[config.mk]
export PLATFORM = sky130hd
export DESIGN_NAME = imem_loader
export DESIGN_NICKNAME = d
export VERILOG_FILES = /design/src/rtl/imem_loader.sv
export SDC_FILE = /design/constraint.sdc
export NUM_CORES = 1
export LEC_CHECK = 0
export ABC_AREA = 1
export CAP_MARGIN = 20
export CORE_MARGIN = 10
export CORE_UTILIZATION = 40
export DETAILED_ROUTE_END_ITERATION = 12
export GPL_ROUTABILITY_DRIVEN = 1
export SLEW_MARGIN = 20
export SYNTH_ARGS = -nofsm -noshare
export SYNTH_HDL_FRONTEND = slang
export SYNTH_SLANG_ARGS = --single-unit
[constraint.sdc]
create_clock -name i_clk -period 4.2 [get_ports i_clk]
set_input_delay 0.63 -clock i_clk [delete_from_list [all_inputs] [get_ports i_clk]]
set_output_delay 0.63 -clock i_clk [all_outputs]
set_load 0.005 [all_outputs]
[src/rtl/imem_loader.sv]
// Framed byte-stream loader for instruction memory; one registered write per word, >=3 cycles/word.
// Backpressure: in_ready drops in WRITE, DONE and ERR; a held byte is never lost.
module imem_loader #(
  parameter int DEPTH  = 256,
  parameter int ADDR_W = 16
) (
  input  logic              i_clk,
  input  logic              i_rst,
  input  logic              i_in_valid,
  input  logic [7:0]        i_in_byte,
  output logic              o_in_ready,
  input  logic              i_start,
  output logic              o_mem_we,
  output logic [ADDR_W-1:0] o_mem_addr,
  output logic [15:0]       o_mem_wdata,
  output logic              o_cpu_hold,
  output logic              o_done,
  output logic              o_err,
  output logic [ADDR_W-1:0] o_word_count
);

  typedef enum logic [2:0] {
    S_LEN_HI, S_LEN_LO, S_DAT_HI, S_DAT_LO, S_WRITE, S_CHK, S_DONE, S_ERR
  } state_t;

  localparam logic [16:0] LP_DEPTH = 17'(DEPTH);

  state_t              r_state;
  state_t              w_next;
  logic [7:0]          r_len_hi;
  logic [15:0]         r_len;
  logic [7:0]          r_dat_hi;
  logic [7:0]          r_acc;
  logic                r_mem_we;
  logic [ADDR_W-1:0]   r_mem_addr;
  logic [15:0]         r_mem_wdata;
  logic [ADDR_W-1:0]   r_word_count;

  logic                w_xfer;
  logic [15:0]         w_len;
  logic [ADDR_W:0]     w_wc_inc;
  logic                w_rearm;

  assign o_in_ready = !i_rst && (r_state inside {S_LEN_HI, S_LEN_LO, S_DAT_HI, S_DAT_LO, S_CHK});
  assign w_xfer     = i_in_valid && o_in_ready;
  assign w_len      = {r_len_hi, i_in_byte};
  assign w_wc_inc   = {1'b0, r_word_count} + (ADDR_W+1)'(1);
  assign w_rearm    = i_start && (r_state == S_DONE || r_state == S_ERR);

  always_ff @(posedge i_clk) begin
    if (i_rst) r_state <= S_LEN_HI;
    else       r_state <= w_next;
  end

  always_comb begin
    w_next = r_state;
    case (r_state)
      S_LEN_HI: if (w_xfer) w_next = S_LEN_LO;
      S_LEN_LO: if (w_xfer) begin
        if ({1'b0, w_len} > LP_DEPTH) w_next = S_ERR;
        else if (w_len == 16'd0)      w_next = S_CHK;
        else                          w_next = S_DAT_HI;
      end
      S_DAT_HI: if (w_xfer) w_next = S_DAT_LO;
      S_DAT_LO: if (w_xfer) w_next = S_WRITE;
      S_WRITE:  w_next = (w_wc_inc < (ADDR_W+1)'(r_len)) ? S_DAT_HI : S_CHK;
      S_CHK:    if (w_xfer) w_next = (i_in_byte == r_acc) ? S_DONE : S_ERR;
      S_DONE,
      S_ERR:    if (w_rearm) w_next = S_LEN_HI;
      default:  w_next = S_LEN_HI;
    endcase
  end

  // Datapath: length capture, checksum, and the one-cycle write strobe issued from WRITE.
  always_ff @(posedge i_clk) begin
    if (i_rst) begin
      r_len_hi     <= '0;
      r_len        <= '0;
      r_dat_hi     <= '0;
      r_acc        <= '0;
      r_mem_we     <= 1'b0;
      r_mem_addr   <= '0;
      r_mem_wdata  <= '0;
      r_word_count <= '0;
    end else begin
      r_mem_we <= 1'b0;
      case (r_state)
        S_LEN_HI: if (w_xfer) r_len_hi <= i_in_byte;
        S_LEN_LO: if (w_xfer) r_len <= w_len;
        S_DAT_HI: if (w_xfer) begin
          r_dat_hi <= i_in_byte;
          r_acc    <= r_acc ^ i_in_byte;
        end
        S_DAT_LO: if (w_xfer) begin
          r_mem_wdata <= {r_dat_hi, i_in_byte};
          r_mem_we    <= 1'b1;
          r_acc       <= r_acc ^ i_in_byte;
        end
        S_WRITE: begin
          r_mem_addr   <= r_mem_addr + ADDR_W'(1);
          r_word_count <= r_word_count + ADDR_W'(1);
        end
        S_DONE,
        S_ERR: if (w_rearm) begin
          r_len_hi     <= '0;
          r_len        <= '0;
          r_acc        <= '0;
          r_mem_addr   <= '0;
          r_word_count <= '0;
        end
        default: ;
      endcase
    end
  end

  assign o_mem_we     = r_mem_we;
  assign o_mem_addr   = r_mem_addr;
  assign o_mem_wdata  = r_mem_wdata;
  assign o_word_count = r_word_count;
  assign o_done       = (r_state == S_DONE);
  assign o_err        = (r_state == S_ERR);
  assign o_cpu_hold   = (r_state != S_DONE);

endmodule

==> results of run 1 <==
-- Yosys cell counts, types with 2 or more instances --
cell        n  area [um2]
and2_1      2       12.51
o21ai_1     3       15.01
nor3_1      9       45.04
clkbuf_1    8       30.03
nor3_2      2       20.02
a21oi_2     3       26.28
xor2_1     10       87.58
a21o_1      2       15.01
inv_1      83       311.6
buf_4       4       30.03
buf_2      10       50.05
dfxtp_1    92        1842
nand2_2     3       18.77
nor3b_1     2       15.01
nor2_1     97       364.1
buf_8       2       30.03
a31o_2      4       35.03
nand3_2     2       20.02
nand4_1    15       93.84
a21oi_1    84       420.4
nand2_1   162       608.1
nor2_4      2       22.52
o21ai_0    40       200.2
o21bai_1    2       15.01
ha_1       17       212.7
nand3_1    31       155.2
-- per-layer routing --
metal,GRT usage,wire length [um],vias to the layer above
met4,0.04563,146,0
met1,0.1859,5761,2111
li1,-,-,2374
met3,0.04812,829,10
met5,0,0,-
met2,0.2571,5925,88
-- where the power goes --
| group | switching (mW) | total, mW | internal (mW) |
|---|---|---|---|
| clock | 0.368 | 0.782 | 0.414 |
| sequential | 0.0174 | 0.915 | 0.898 |
| combinational | 0.124 | 0.191 | 0.0670 |
-- cell families (layout without fill, tap and decap cells) --
group           Yosys count  after routing  synth area share
compound gates          141            141            0.1563
flops                    92             92            0.3828
buf+inv                 112            170            0.1009
simple gates            332            332            0.2957
fa+ha+maj                17             17           0.04421
xor+xnor                 11             11           0.02003
-- tightest hold or removal path: cells and delay by family, from the launching register on --
kind	cells	cell delay, ns
flops	1	0.30
buf+inv	1	0.06
compound gates	1	0.06
-- worst paths after layout --
check                    end            start  slack, ns  cells after the start
setup / recovery  r_state[1]  o_word_count[0]       1.58                     16
hold / removal      r_len[8]         r_len[8]       0.46                      2
setup reg to reg  r_state[1]  o_word_count[0]       1.58                     16
hold reg to reg     r_len[8]         r_len[8]       0.46                      2
-- registers in the layout, summed over array words and instances, names as in the netlist --
| signal | count |
|---|---|
| o_word_count | 16 |
| o_mem_addr | 16 |
| o_mem_wdata | 16 |
| r_state | 3 |
| r_acc | 8 |
| r_len | 16 |
| o_mem_we | 1 |
| r_dat_hi | 8 |
| r_len_hi | 8 |
-- metrics by stage --
step / cells / hold WS, ns / utilization / setup WS [ns] / cell area (um2)
after floorplan: 705 / 0.4353 / - / 1.961 / 4811
after global placement: 889 / 0.4539 / 0.4726 / 1.649 / 5489
after detailed placement: 889 / 0.4542 / 0.4726 / 1.573 / 5489
after CTS: 905 / 0.4663 / 0.4971 / 1.547 / 5773
after global routing: 906 / 0.4860 / 0.4995 / 1.330 / 5801
final: 906 / 0.4616 / 0.4995 / 1.575 / 5801
-- cell type report --
type	count	area, um2	area share
Clock buffer	10	229.0	0.03947
Clock inverter	6	55.05	0.009491
Inverter	87	334.1	0.05759
Multi-Input combinational cell	501	2484	0.4282
Sequential cell	92	1842	0.3175
Tap cell	143	178.9	0.03085
Timing Repair Buffer	67	678.2	0.1169
==> results.sh, run 1 <==
export IMPL_wl_per_cell_um=13.98
export IMPL_grt_pass1_wl_mm=21.08
export IMPL_yosysSeqAreaShare=0.3828
export IMPL_syn_nets=734
export IMPL_drive_above_1_share=0.05636
export IMPL_portBuffers=64
export IMPL_die_w_um=129.7
export IMPL_cp_required_ns=4.47
export IMPL_place_congestion=0.9008
export IMPL_cts_buffer_depth=2
export IMPL_grt_max_degree=47
export IMPL_syn_area_um2=4811
export IMPL_power_leakage_nw=2.322
export IMPL_cp_top_family="simple AND/OR/NAND/NOR gates"
export IMPL_dp_hpwl_mm=9.415
export IMPL_drtPass1Iterations=4
export IMPL_cp_slowest_stage_delay_ns=0.41
export IMPL_fin_nets=787
export IMPL_ys_flop_type="dfxtp_1"
export IMPL_hp_class="reg2reg"
export IMPL_io_pins=65
export IMPL_cpMaxStageDelayCell="dfxtp_1"
export IMPL_synth_cell_type_count=40
export IMPL_cts_repair_resized=0
export IMPL_antenna_cells=0
export IMPL_cts_buffers=9
export IMPL_max_cap_violations=0
export IMPL_final_setup_viol_count=0
export IMPL_cts_tree="done"
export IMPL_final_cell_mix="162 x nand2_1, 97 x nor2_1, 92 x dfxtp_1"
export IMPL_area_delta_synth_final_pct=20.57
export IMPL_synth_edf_count=0
export IMPL_crit_path_frequent_cell="nand2_1"
export IMPL_rows=39
export IMPL_cts_hold_buf=0
export IMPL_clock_sinks=92
export IMPL_path_clk_slew_ns=0.07
export IMPL_slew_headroom=0.4942
export IMPL_vias_per_cell=5.058
export IMPL_rsz0062_at_grt="no"
export IMPL_vdd_drop_max_v=0.0002283
export IMPL_postSynthAreaPerCell_um2=6.824
export IMPL_drc=0
export IMPL_antenna_found_initial=0
export IMPL_maxSlewViolCount=0
export IMPL_total_power_mw=1.889
export IMPL_critPathBufInv=2
export IMPL_final_common_cell="nand2_1"
export IMPL_die_y_um=129.7
export IMPL_start_util=0.4142
export IMPL_drt_total_wl_mm=12.66
export IMPL_fin_crit_ns=2.625
export IMPL_n_fill_cell=1199
export IMPL_clk_insertion_delay_late_ns=0.35
export IMPL_post_route_period_util=0.6250
export IMPL_async_reset_ff_frac=0
export IMPL_grtUsageTotal=0.1539
export IMPL_ant_nets=0
export IMPL_fin_tns_setup_ns=0
export IMPL_first_iter_violations=328
export IMPL_dieArea_um2=16810
export IMPL_clockRootBuffer="clkbuf_16"
export IMPL_crit_path_cell_trace="ha_1 > nand3_1 > nor3_2 > nand2_1 > xor2_1 > inv_1 > ha_1 > nand2_1 > inv_1 > nand2_1 > nand2_1 > nand2_1 > nand2_1 > nor2_1 > nand3_1 > a21oi_1"
export IMPL_grt_pass1_vias=4385
export IMPL_overflow=0
export IMPL_crit_path_end_kind="register"
export IMPL_fmax_mhz=381.0
export IMPL_hold_violations=0
export IMPL_num_vias=4583
export IMPL_synth_seq_cells=92
export IMPL_htree_levels=3
export IMPL_worst_slew_pin_slew_ns=0.7579
export IMPL_postCtsSetupRepairBufs=0
export IMPL_start_kind="register"
export IMPL_path_max_fanout=6
export IMPL_syn_inst=705
export IMPL_core_area_um2=11610
export IMPL_power_per_cell_area_nw_per_um2=325.6
export IMPL_status="complete, no violations"
export IMPL_worstSetupPathType="reg2reg"
export IMPL_skew_ns=0.006703
export IMPL_ys_warn_count=0
export IMPL_arrival_ns=2.90
Note: power is estimated with default switching activity, not from simulation.
==> run 2: changes to the inputs <==
==> constraint.sdc (replaced) <==
create_clock -name i_clk -period 2.4 [get_ports i_clk]
set_input_delay 0.36 -clock i_clk [delete_from_list [all_inputs] [get_ports i_clk]]
set_output_delay 0.36 -clock i_clk [all_outputs]
set_load 0.005 [all_outputs]
==> results.sh, run 2 (synthesis results as in run 1) <==
export IMPL_clockRootBuffer="clkbuf_16"
export IMPL_cts_hold_buf=0
export IMPL_grtUsageTotal=0.1536
export IMPL_met1_usage=0.1917
export IMPL_worst_slew_pin_slew_ns=0.7258
export IMPL_fin_nets=811
export IMPL_start_util=0.4142
export IMPL_power_per_cell_area_nw_per_um2=549.7
export IMPL_path_max_fanout=4
export IMPL_max_cap_violations=0
export IMPL_post_route_period_util=0.9245
export IMPL_fmax_mhz=450.7
export IMPL_wl_per_cell_um=13.76
export IMPL_min_to="r_len[10]"
export IMPL_worstSetupPathType="reg2reg"
export IMPL_place_congestion=0.8890
export IMPL_postCtsSetupRepairBufs=0
export IMPL_htree_levels=3
export IMPL_rows=39
export IMPL_arrival_ns=2.50
export IMPL_rr_worst_depth=13
export IMPL_final_setup_viol_count=0
export IMPL_portBuffers=64
export IMPL_met3_usage=0.03467
export IMPL_ant_nets=0
export IMPL_start_kind="register"
export IMPL_maxSlewViolCount=0
export IMPL_switching_share=0.2668
export IMPL_hp_class="reg2reg"
export IMPL_clock_sinks=92
export IMPL_busiest_layer="met2"
export IMPL_core_area_um2=11610
export IMPL_final_common_cell="nand2_1"
export IMPL_clkPwrFrac=0.415
export IMPL_hold_violations=0
export IMPL_intPower_mw=2.434
export IMPL_reg2reg_slack_ns=0.18
export IMPL_antenna_found_initial=0
export IMPL_num_vias=4719
export IMPL_drtPass1Iterations=5
export IMPL_die_y_um=129.7
export IMPL_min_path_cells=2
export IMPL_rsz0062_at_grt="no"
export IMPL_p_comb_frac=0.103
export IMPL_status="complete, no violations"
export IMPL_cts_buffer_depth=2
export IMPL_skew_ns=0.005082
export IMPL_drt_total_wl_mm=12.79
export IMPL_grt_pass1_wl_mm=21.27
export IMPL_min_from="r_len[10]"
export IMPL_p_switching_mw=0.8859
export IMPL_hold_ws_ns=0.4637
export IMPL_stdcell_count=930
export IMPL_io_pins=65
export IMPL_dp_cells=914
export IMPL_slew_headroom=0.5156
export IMPL_grt_max_degree=45
export IMPL_r2r_end="r_state[0]"
export IMPL_dp_hpwl_mm=9.644
export IMPL_use_met2=0.2520
export IMPL_drc=0
export IMPL_antenna_cells=0
export IMPL_final_core_util=0.5200
export IMPL_p_seq_frac=0.482
export IMPL_final_cell_mix="159 x nand2_1, 95 x nor2_1, 87 x dfxtp_1"
export IMPL_cts_buffers=9
export IMPL_r2r_start="o_word_count[3]"
export IMPL_overflow=0
export IMPL_die_w_um=129.7
export IMPL_fin_crit_ns=2.219
export IMPL_dieArea_um2=16810
export IMPL_vias_per_cell=5.074
export IMPL_crit_path_end_kind="register"
export IMPL_cts_tree="done"
export IMPL_path_clk_slew_ns=0.06
export IMPL_cp_required_ns=2.68
export IMPL_power_leakage_nw=2.465
export IMPL_vdd_drop_max_v=0.0003775
export IMPL_drive_above_1_share=0.1055
export IMPL_area_delta_synth_final_pct=25.54
export IMPL_clk_insertion_delay_late_ns=0.35
export IMPL_first_iter_violations=364
export IMPL_grt_pass1_vias=4499
## run 2: power by group through the flow
stage	combinational (mW)	clock, mW	sequential [mW]
final	0.342	1.38	1.60
after global routing	0.394	1.47	1.60
after CTS	0.342	1.41	1.60
after detailed placement	0.338	0	1.63
after global placement	0.332	0	1.63
after floorplan	0.251	0	1.62
## run 2: worst max-delay path: stages (launching register included)
cell and delay, ns:
dfxtp_1 0.33, inv_1 0.07, nor3_2 0.22, nand2_2 0.12, nor2_1 0.11, nand2_1 0.06, and2_1 0.17, ha_1 0.29
and3_1 0.18, nor3b_2 0.18, nand2_1 0.10, a21oi_2 0.18, nor2_1 0.07, nor2_1 0.08
## run 2: through the flow
| step | instance area (um2) | power [mW] | setup slack (ns) | setup TNS, ns |
|---|---|---|---|---|
| 6_report | 6040 | 3.320 | 0.1812 | 0 |
| 5_1_grt | 6040 | 3.466 | 0.004575 | 0 |
| 4_1_cts | 5995 | 3.349 | 0.02579 | 0 |
| 3_5_place_dp | 5677 | 1.972 | -0.06400 | -0.1146 |
| 3_3_place_gp | 5677 | 1.966 | 0.06134 | 0 |
| 2_1_floorplan | 4811 | 1.874 | 0.1606 | 0 |
## run 2: worst max path at each step
| stage | start | end | slack [ns] | depth (start not counted) |
|---|---|---|---|---|
| after CTS | o_word_count[1] | r_state[0] | 0.03 | 17 |
| after detailed placement | o_word_count[1] | r_state[0] | -0.06 | 13 |
| after floorplan | o_word_count[0] | r_state[0] | 0.16 | 17 |
| final | o_word_count[3] | r_state[0] | 0.18 | 13 |
| after global routing | o_word_count[4] | r_state[0] | 0.005 | 14 |
| after global placement | o_word_count[0] | r_state[0] | 0.06 | 17 |
## run 2: metal layers
layer,vias up,routed length (um)
met3,16,641
met5,-,0
met2,108,5852
met1,2172,6072
met4,0,228
li1,2423,-
## run 2: layout make-up
| cell class | instances | area [um2] |
|---|---|---|
| multi-input combinational | 501 | 2549 |
| sequential | 92 | 1853 |
| clock inverter | 5 | 43.79 |
| clock buffer | 11 | 242.7 |
| timing repair buffer | 91 | 838.3 |
| inverter | 87 | 334.1 |
| fill | 1150 | 5574 |
| tap | 143 | 178.9 |
## run 2: what timing repair did
action                                 4_1_cts  5_1_grt
resized for setup                            8       14
cloned                                       0        0
pin swaps                                    1        5
endpoints found under the hold margin        0        0
setup endpoints to repair                    3        3
==> run 3: changes to the inputs <==
--- a/config.mk
+++ b/config.mk
@@ -9,6 +9,7 @@
 export CAP_MARGIN = 20
 export CORE_MARGIN = 10
 export CORE_UTILIZATION = 40
+export CTS_CLUSTER_DIAMETER = 80
 export DETAILED_ROUTE_END_ITERATION = 12
 export GPL_ROUTABILITY_DRIVEN = 1
 export SLEW_MARGIN = 20
==> results of run 3 <==
Final layout, timing and power as in run 2 (identical DEF).
